<file path="config.mk">
export PLATFORM = sky130hd
export DESIGN_NAME = poly_mult_coeff_pipe
export DESIGN_NICKNAME = d
export VERILOG_FILES = /design/src/rtl/poly_mult_coeff_pipe_pkg.sv /design/src/rtl/mont_reduce_pipe.sv /design/src/rtl/poly_mult_coeff_pipe.sv
export SDC_FILE = /design/constraint.sdc
export NUM_CORES = 2
export LEC_CHECK = 0
export CAP_MARGIN = 20
export CORE_UTILIZATION = 45
export DETAILED_ROUTE_END_ITERATION = 8
export PLACE_DENSITY_LB_ADDON = 0.25
export SETUP_SLACK_MARGIN = 0.1
export SLEW_MARGIN = 5
export SYNTH_ARGS = -nofsm -noshare
export SYNTH_HDL_FRONTEND = slang
export SYNTH_SLANG_ARGS = --single-unit
</file>
<file path="constraint.sdc">
create_clock -name clk -period 7.9 [get_ports clk]
set_input_delay 0.79 -clock clk [delete_from_list [all_inputs] [get_ports clk]]
set_output_delay 0.79 -clock clk [all_outputs]
set_load 0.02 [all_outputs]
</file>
<file path="src/rtl/poly_mult_coeff_pipe_pkg.sv">
// Shared constants for the NTT-domain pointwise coefficient multiplier.
// Defaults target Q = 12289 with a 2^18 Montgomery radix.
`ifndef PMCP_LANE
`define PMCP_LANE(bus, i, w) bus[(i)*(w) +: (w)]
`endif

package poly_mult_coeff_pipe_pkg;
    localparam int Q_DEF    = 12289;
    localparam int RLOG_DEF = 18;
    localparam int QINV_DEF = 12287;
    localparam int R2_DEF   = 3186;
    localparam int N_DEF    = 1024;
endpackage

</file>
<file path="src/rtl/mont_reduce_pipe.sv">
// Two-stage Montgomery reduction: r = (x + ((x*QINV) mod R)*Q) / R,
// optionally folded into [0,Q) with one conditional subtract.
module mont_reduce_pipe #(
    parameter int COEFF_W     = 16,
    parameter int Q           = 12289,
    parameter int RLOG        = 18,
    parameter int QINV        = 12287,
    parameter int FULL_REDUCE = 1,
    localparam int XW         = 2*COEFF_W+2
) (
    input  logic               clk,
    input  logic               rst_n,
    input  logic               en,
    input  logic [XW-1:0]      x,
    output logic [COEFF_W-1:0] r
);

    localparam logic [RLOG-1:0]    QINV_L = RLOG'(QINV);
    localparam logic [XW-1:0]      QX     = XW'(Q);
    localparam logic [COEFF_W-1:0] QC     = COEFF_W'(Q);

    logic [RLOG-1:0]    t_c;
    logic [RLOG-1:0]    t_q;
    logic [XW-1:0]      x_q;
    logic [XW-1:0]      s;
    logic [COEFF_W-1:0] r_raw;
    logic [COEFF_W-1:0] r_c;
    logic               unused_lo;

    assign t_c = x[RLOG-1:0] * QINV_L;

    always_ff @(posedge clk or negedge rst_n) begin
        if (!rst_n) begin
            t_q <= '0;
            x_q <= '0;
        end else if (en) begin
            t_q <= t_c;
            x_q <= x;
        end
    end

    // Low RLOG bits of s are zero by construction of t.
    assign s         = x_q + ({{(XW-RLOG){1'b0}}, t_q} * QX);
    assign r_raw     = s[RLOG +: COEFF_W];
    assign unused_lo = ^s[RLOG-1:0];
    assign r_c       = ((FULL_REDUCE != 0) && (r_raw >= QC)) ? r_raw - QC : r_raw;

    always_ff @(posedge clk or negedge rst_n) begin
        if (!rst_n) begin
            r <= '0;
        end else if (en) begin
            r <= r_c;
        end
    end

endmodule

</file>
<file path="src/rtl/poly_mult_coeff_pipe.sv">
// Pipelined LANES-wide pointwise multiplier mod Q with Montgomery reduction,
// valid/ready flow control and a per-polynomial coefficient index.
module poly_mult_coeff_pipe
    import poly_mult_coeff_pipe_pkg::*;
#(
    parameter int LANES       = 1,
    parameter int COEFF_W     = 16,
    parameter int Q           = Q_DEF,
    parameter int RLOG        = RLOG_DEF,
    parameter int QINV        = QINV_DEF,
    parameter int R2          = R2_DEF,
    parameter int N           = N_DEF,
    parameter int FULL_REDUCE = 1,
    localparam int LW         = LANES*COEFF_W,
    localparam int IW         = $clog2(N)
) (
    input  logic          clk,
    input  logic          rst_n,
    input  logic          in_valid,
    output logic          in_ready,
    input  logic          mode,
    input  logic [LW-1:0] doa,
    input  logic [LW-1:0] dob,
    output logic          out_valid,
    input  logic          out_ready,
    output logic [LW-1:0] dout,
    output logic [IW-1:0] out_idx,
    output logic          out_last
);

    localparam int XW                = 2*COEFF_W+2;
    localparam logic [XW-1:0] R2X    = XW'(R2);
    localparam logic [IW-1:0] LAST_I = IW'(N - LANES);
    localparam logic [IW-1:0] STEP_I = IW'(LANES);

    logic          adv;
    logic [5:0]    vld;
    logic [5:0]    mode_q;
    logic [LW-1:0] a_s1, a_s2, a_s3;
    logic [LW-1:0] t_s4, t_s5, t_s6;
    logic [LW-1:0] t3_bus;
    logic [LW-1:0] r6_bus;
    logic [IW-1:0] idx_q;

    // Every stage moves together; a stalled output freezes the whole pipe.
    assign adv       = !vld[5] || out_ready;
    assign in_ready  = adv;
    assign out_valid = vld[5];

    always_ff @(posedge clk or negedge rst_n) begin
        if (!rst_n) begin
            vld    <= '0;
            mode_q <= '0;
            a_s1   <= '0;
            a_s2   <= '0;
            a_s3   <= '0;
            t_s4   <= '0;
            t_s5   <= '0;
            t_s6   <= '0;
        end else if (adv) begin
            vld    <= {vld[4:0], in_valid};
            mode_q <= {mode_q[4:0], mode};
            a_s1   <= doa;
            a_s2   <= a_s1;
            a_s3   <= a_s2;
            t_s4   <= t3_bus;
            t_s5   <= t_s4;
            t_s6   <= t_s5;
        end
    end

    for (genvar i = 0; i < LANES; i++) begin : g_lane
        logic [XW-1:0] a_x;
        logic [XW-1:0] b_x;
        logic [XW-1:0] p1_c;
        logic [XW-1:0] p1_q;
        logic [XW-1:0] p2_q;

        assign a_x  = XW'(`PMCP_LANE(doa, i, COEFF_W));
        assign b_x  = XW'(`PMCP_LANE(dob, i, COEFF_W));
        // mode 1 lifts b into Montgomery form via R^2 before the real product.
        assign p1_c = mode ? (R2X * b_x) : (a_x * b_x);

        always_ff @(posedge clk or negedge rst_n) begin
            if (!rst_n) begin
                p1_q <= '0;
                p2_q <= '0;
            end else if (adv) begin
                p1_q <= p1_c;
                p2_q <= XW'(`PMCP_LANE(a_s3, i, COEFF_W))
                      * XW'(`PMCP_LANE(t3_bus, i, COEFF_W));
            end
        end

        mont_reduce_pipe #(
            .COEFF_W     (COEFF_W),
            .Q           (Q),
            .RLOG        (RLOG),
            .QINV        (QINV),
            .FULL_REDUCE (FULL_REDUCE)
        ) u_mont1 (
            .clk   (clk),
            .rst_n (rst_n),
            .en    (adv),
            .x     (p1_q),
            .r     (`PMCP_LANE(t3_bus, i, COEFF_W))
        );

        mont_reduce_pipe #(
            .COEFF_W     (COEFF_W),
            .Q           (Q),
            .RLOG        (RLOG),
            .QINV        (QINV),
            .FULL_REDUCE (FULL_REDUCE)
        ) u_mont2 (
            .clk   (clk),
            .rst_n (rst_n),
            .en    (adv),
            .x     (p2_q),
            .r     (`PMCP_LANE(r6_bus, i, COEFF_W))
        );
    end

    assign dout = mode_q[5] ? r6_bus : t_s6;

    always_ff @(posedge clk or negedge rst_n) begin
        if (!rst_n) begin
            idx_q <= '0;
        end else if (out_valid && out_ready) begin
            idx_q <= (idx_q == LAST_I) ? '0 : idx_q + STEP_I;
        end
    end

    assign out_idx  = idx_q;
    assign out_last = (idx_q == LAST_I);

endmodule

</file>
After elaboration in Yosys (flattened, before gate mapping)
Cells that the tools add are included.

word-level totals
  word-level logic and storage cells = 40
  input bits = 37
  flip-flop bits (word level) = 318

cells by class
  equal/unequal tests = 1
  magnitude comparators = 2
  $add $sub $neg = 5
  multiplexer cells = 5
  reductions and logical operators = 3
  multipliers = 7

operators by type and width
  cell                      number
  $mul A16 B16 Y32          2
  $mul A18 B14 Y32 const B  2
  $mux W16                  3
  $mul A18 B14 Y18 const B  2
  $add A34 B32 Y34          1
  $add A32 B32 Y33          1
  $ge A16 B14 Y1 const B    2
  $mux W32                  1
  $sub A16 B14 Y16 const B  2
  $mul A11 B16 Y27 const A  1
  $add A10 B1 Y10 const B   1
  $eq A10 B10 Y1 const B    1
  $mux W10                  1
  $logic_and A1 B1 Y1       1
  $logic_not A1 Y1          1
  $logic_or A1 B1 Y1        1

Logic depth before layout (Yosys ltp)
  depth in word-level cells = 4
  mapped depth = 27

Cells and area by module
Synthesis repeated with hierarchy kept, for this count alone.

unflattened totals
  cells, all modules = 4929
  area, all modules = 45970.3 um^2

modules (own cells, without submodules)
  module                                area each (um^2)  cells an instance  instances
  poly_mult_coeff_pipe                  26938.3           3026               1
  mont_reduce_pipe (g_lane[0].u_mont2)  9595.5            968                1
  mont_reduce_pipe (g_lane[0].u_mont1)  9436.6            935                1

Worst setup path before layout
OpenSTA, ideal clock, no wires.

  path type = input port to flip-flop
  start point = input dob[2]
  end point = register g_lane[0].p1_q[31]
  setup time = 121 ps
  slack = 833 ps
  arrival time = 6946 ps
  cell stages on the path = 25
  data required time = 7779 ps
  path buffers = 2
  path through = clkbuf_1 -> clkbuf_1 -> nand2_1 -> fa_1 -> fa_1 -> fa_1 -> inv_1 -> fa_1 -> fa_1 -> inv_1 -> fa_1 -> inv_1 -> ha_1 -> a21oi_1 -> o21bai_1 -> a2111o_1 -> a31o_1 -> nand2_1 -> o21ai_1 -> o2111ai_1 -> a21boi_0 -> or4_1 -> a31oi_1 -> xnor2_1 -> a22o_1

between the ends
  cells in the longest elaborated chain, start to end = 2

ends and longest elaborated chain
  what                    line                        text
  start: declaration      poly_mult_coeff_pipe.sv:23  input logic [LW-1:0] dob,
  $mul A16 B16 Y32        poly_mult_coeff_pipe.sv:82  assign p1_c = mode ? (R2X * b_x) : (a_x * b_x);
  $mux W32                poly_mult_coeff_pipe.sv:82
  end signal: assignment  poly_mult_coeff_pipe.sv:89  p1_q <= p1_c;
  end: declaration        poly_mult_coeff_pipe.sv:76  logic [XW-1:0] p1_q;

No other way between the ends.
A chain may end at the register's enable or synchronous reset.

Final worst setup path
  start point = input doa[7]
  end point = register g_lane[0].p1_q[31]

between the ends
  cells in the longest elaborated chain, start to end = 2

ends and longest elaborated chain
  what                line                        text
  start: declaration  poly_mult_coeff_pipe.sv:22  input logic [LW-1:0] doa,
  $mul A16 B16 Y32    poly_mult_coeff_pipe.sv:82
  $mux W32            poly_mult_coeff_pipe.sv:82

No other way between the ends.

==> results.txt <==
asr flop ratio synth -> 100%
endpoints failing setup -> 0
HPWL after DPL -> 84700 um
Crit. End Element -> flip-flop
# diodes -> 0
outcome -> complete, no violations
Tot GR Track Use -> 21.1%
post-synthesis cell type count -> 81
Reg2Reg Setup Slack -> 0.89 ns
Vias -> 32400
commonest non-fill, non-tap cell in the layout -> inv_1
CP arrival -> 7.69 ns
number of max-cap violations -> 0
sequential share of the synthesized area -> 17.1%
met2 Track Usage GR -> 36.4%
total congestion overflow -> 0
chip height -> 320 um
final critical-path share of the clock period -> 91.7%
detailed-route vias per instance -> 5.11
final RePlAce weighted congestion -> 0.868
Synth Warn # -> 0
Post-synth EDFFs -> 0
initial antenna violation count -> 1
Num CTS Buffers -> 39
Worst-Margin Slew -> 0.982 ns
Setup CP Type -> in2reg
input/output buffers -> 65
Mapped Area -> 45500 um^2
Die X -> 320 um
startpoint types -> input port
RSZ-0062 raised after global routing -> no
TNS Setup -> 0 ns
DR iter-0 viols -> 1615
Post-CTS Hold Buffers -> 0
Final ANT Viol Nets -> 0
htree depth -> 2
Ports -> 66
grt met1 use -> 28.1%
CTS tree -> yes
Top FF cell, synth -> dfrtp_1
fmax -> 0.138 GHz
largest net degree at the start of global routing -> 170
Die ar. -> 102000 um^2
fillcell total -> 9615
Syn Area/Cell -> 9.10 um^2
clk sinks -> 312
Final Hold Fails -> 0
first-pass GRT wire length -> 175000 um
syn_nets -> 6359
DRC viols -> 0
Slew headroom -> 34.6%
vias in the first global route -> 33800
worst path required time -> 8.35 ns
met3 global-route usage -> 2.13%
drt wl/cell -> 16.5 um
setup repair bufs after CTS -> 0
Root Buffer -> clkbuf_16
Yosys reg bits -> 312
Initial Util -> 45.5%
Core ar. -> 100000 um^2
sequential standard cell area -> 7810 um^2
Cells after Synth -> 5003
clock buffer depth -> 3
post_cts resized -> 0
Routed WL -> 104000 um
clock slew at reported path FFs -> 0.06 ns
GR peak layer -> met2
Min Clock Period, post-route -> 7.24 ns
layout overhead on the synthesized area -> 7.70%
Worst Hold Class -> in2async
most frequent cells in the layout -> inv_1 (902), nand2_1 (892), ha_1 (680)
share of layout cells above drive strength 1 -> 3.77%
CP Max Fanout -> 8
Rows -> 116
clk_lat worst skew -> 0.59 ns
Pins Over Slew Limit -> 0
skew final -> 0.0342 ns
Final nets -> 6369
multi-input logic area -> 33700 um^2
total iterations of the first detailed-routing run -> 5
[cells in the mapped netlist, drive strengths merged, types with 15 or more instances]
cell / n / area share [%]
mux2: 21 / 0.52
fa: 639 / 28
xnor2: 123 / 2.4
a21o: 51 / 0.84
ha: 680 / 19
and2: 262 / 3.6
xor2: 57 / 1.1
clkbuf: 158 / 1.3
a31oi: 19 / 0.26
inv: 903 / 7.4
a21oi: 172 / 1.9
dfrtp: 312 / 17
o211ai: 22 / 0.36
nor3: 46 / 0.55
nor2: 164 / 1.4
o21a: 21 / 0.35
nor2b: 17 / 0.25
o31ai: 24 / 0.40
and3: 20 / 0.27
nand3: 31 / 0.34
nand2b: 25 / 0.34
a211oi: 15 / 0.27
o21ai: 152 / 1.7
nand2: 892 / 7.4
[state kept, by name, indices dropped and copies added, names as in the netlist, 16 cells and up]
name and flops:
g_lane.p1_q 32, g_lane.p2_q 32, g_lane.u_mont1.x_q 31, g_lane.u_mont2.x_q 31, g_lane.u_mont1.t_q 18, g_lane.u_mont2.t_q 18, a_s1 16, a_s2 16
a_s3 16, g_lane.u_mont1.r 16, g_lane.u_mont2.r 16, t_s4 16, t_s5 16, t_s6 16
[kinds of logic (layout without fill, tap and decap cells)]
group	Yosys count	count (layout)	share of synthesized area [%]
multiplexers	32	32	0.761
AND/OR/NAND/NOR	1524	1524	15.1
buffers and inverters	1066	1104	8.79
AO/OA/AOI/OAI	570	570	7.99
XOR/XNOR	180	180	3.46
adder cells (fa/ha/maj)	1319	1319	46.8
flip-flops	312	312	17.1
[critical path, stage by stage]
cell and delay (ns):
clkdlybuf4s50_1 0.77, buf_4 0.22, nand2_1 0.07, fa_1 0.50, fa_1 0.47, fa_1 0.45, fa_1 0.48, inv_1 0.05
fa_1 0.53, inv_1 0.05, fa_1 0.47, inv_1 0.04, ha_1 0.32, a21oi_1 0.24, o21bai_1 0.12, a2111o_1 0.41
a31o_1 0.22, nand2_1 0.09, o21ai_1 0.09, o2111ai_1 0.25, a21boi_0 0.16, or4_1 0.41, a31oi_1 0.20, xnor2_1 0.08
a22o_1 0.19
[layer usage]
metal	wire length, um	vias up
li1	-	15700
met1	47300	16000
met2	50400	535
met3	3820	136
met4	2800	2
met5	14	-
[layout make-up]
cell class / instances / area share [%]
Timing Repair Buffer: 132 / 2.47
Sequential cell: 312 / 15.9
Inverter: 903 / 6.93
Clock inverter: 20 / 0.487
Clock buffer: 49 / 2.11
Tap cell: 1298 / 3.31
Multi-Input combinational cell: 3625 / 68.8
[stage by stage]
stage                     hold slack, ns  area [um^2]  setup slack (ns)  utilization [%]  std cells
final                              0.229        49000             0.658             49.0       6339
after global routing               0.287        49000             0.390             49.0       6339
after CTS                          0.238        49000             0.738             48.9       6338
after detailed placement           0.455        47700             0.132             47.7       6269
after global placement             0.449        47700             0.213             47.7       6269
after floorplan                    0.430        45500             0.833                -       5003
[path summary, 6_finish.rpt]
check	depth (start not counted)	endpoint	start
max	25	g_lane[0].p1_q[31]	doa[7]
min	1	out_idx[8]	rst_n
max reg2reg	23	g_lane[0].p2_q[31]	g_lane[0].u_mont1.r[2]
min reg2reg	2	a_s3[14]	a_s2[14]
max in group asynchronous	2	g_lane[0].u_mont1.x_q[7]	rst_n
min in group clk	2	a_s3[14]	a_s2[14]
Power is left out: the tool's default activity adds up to more than one toggle a clock period on the data nets, which glitch-free logic cannot reach.
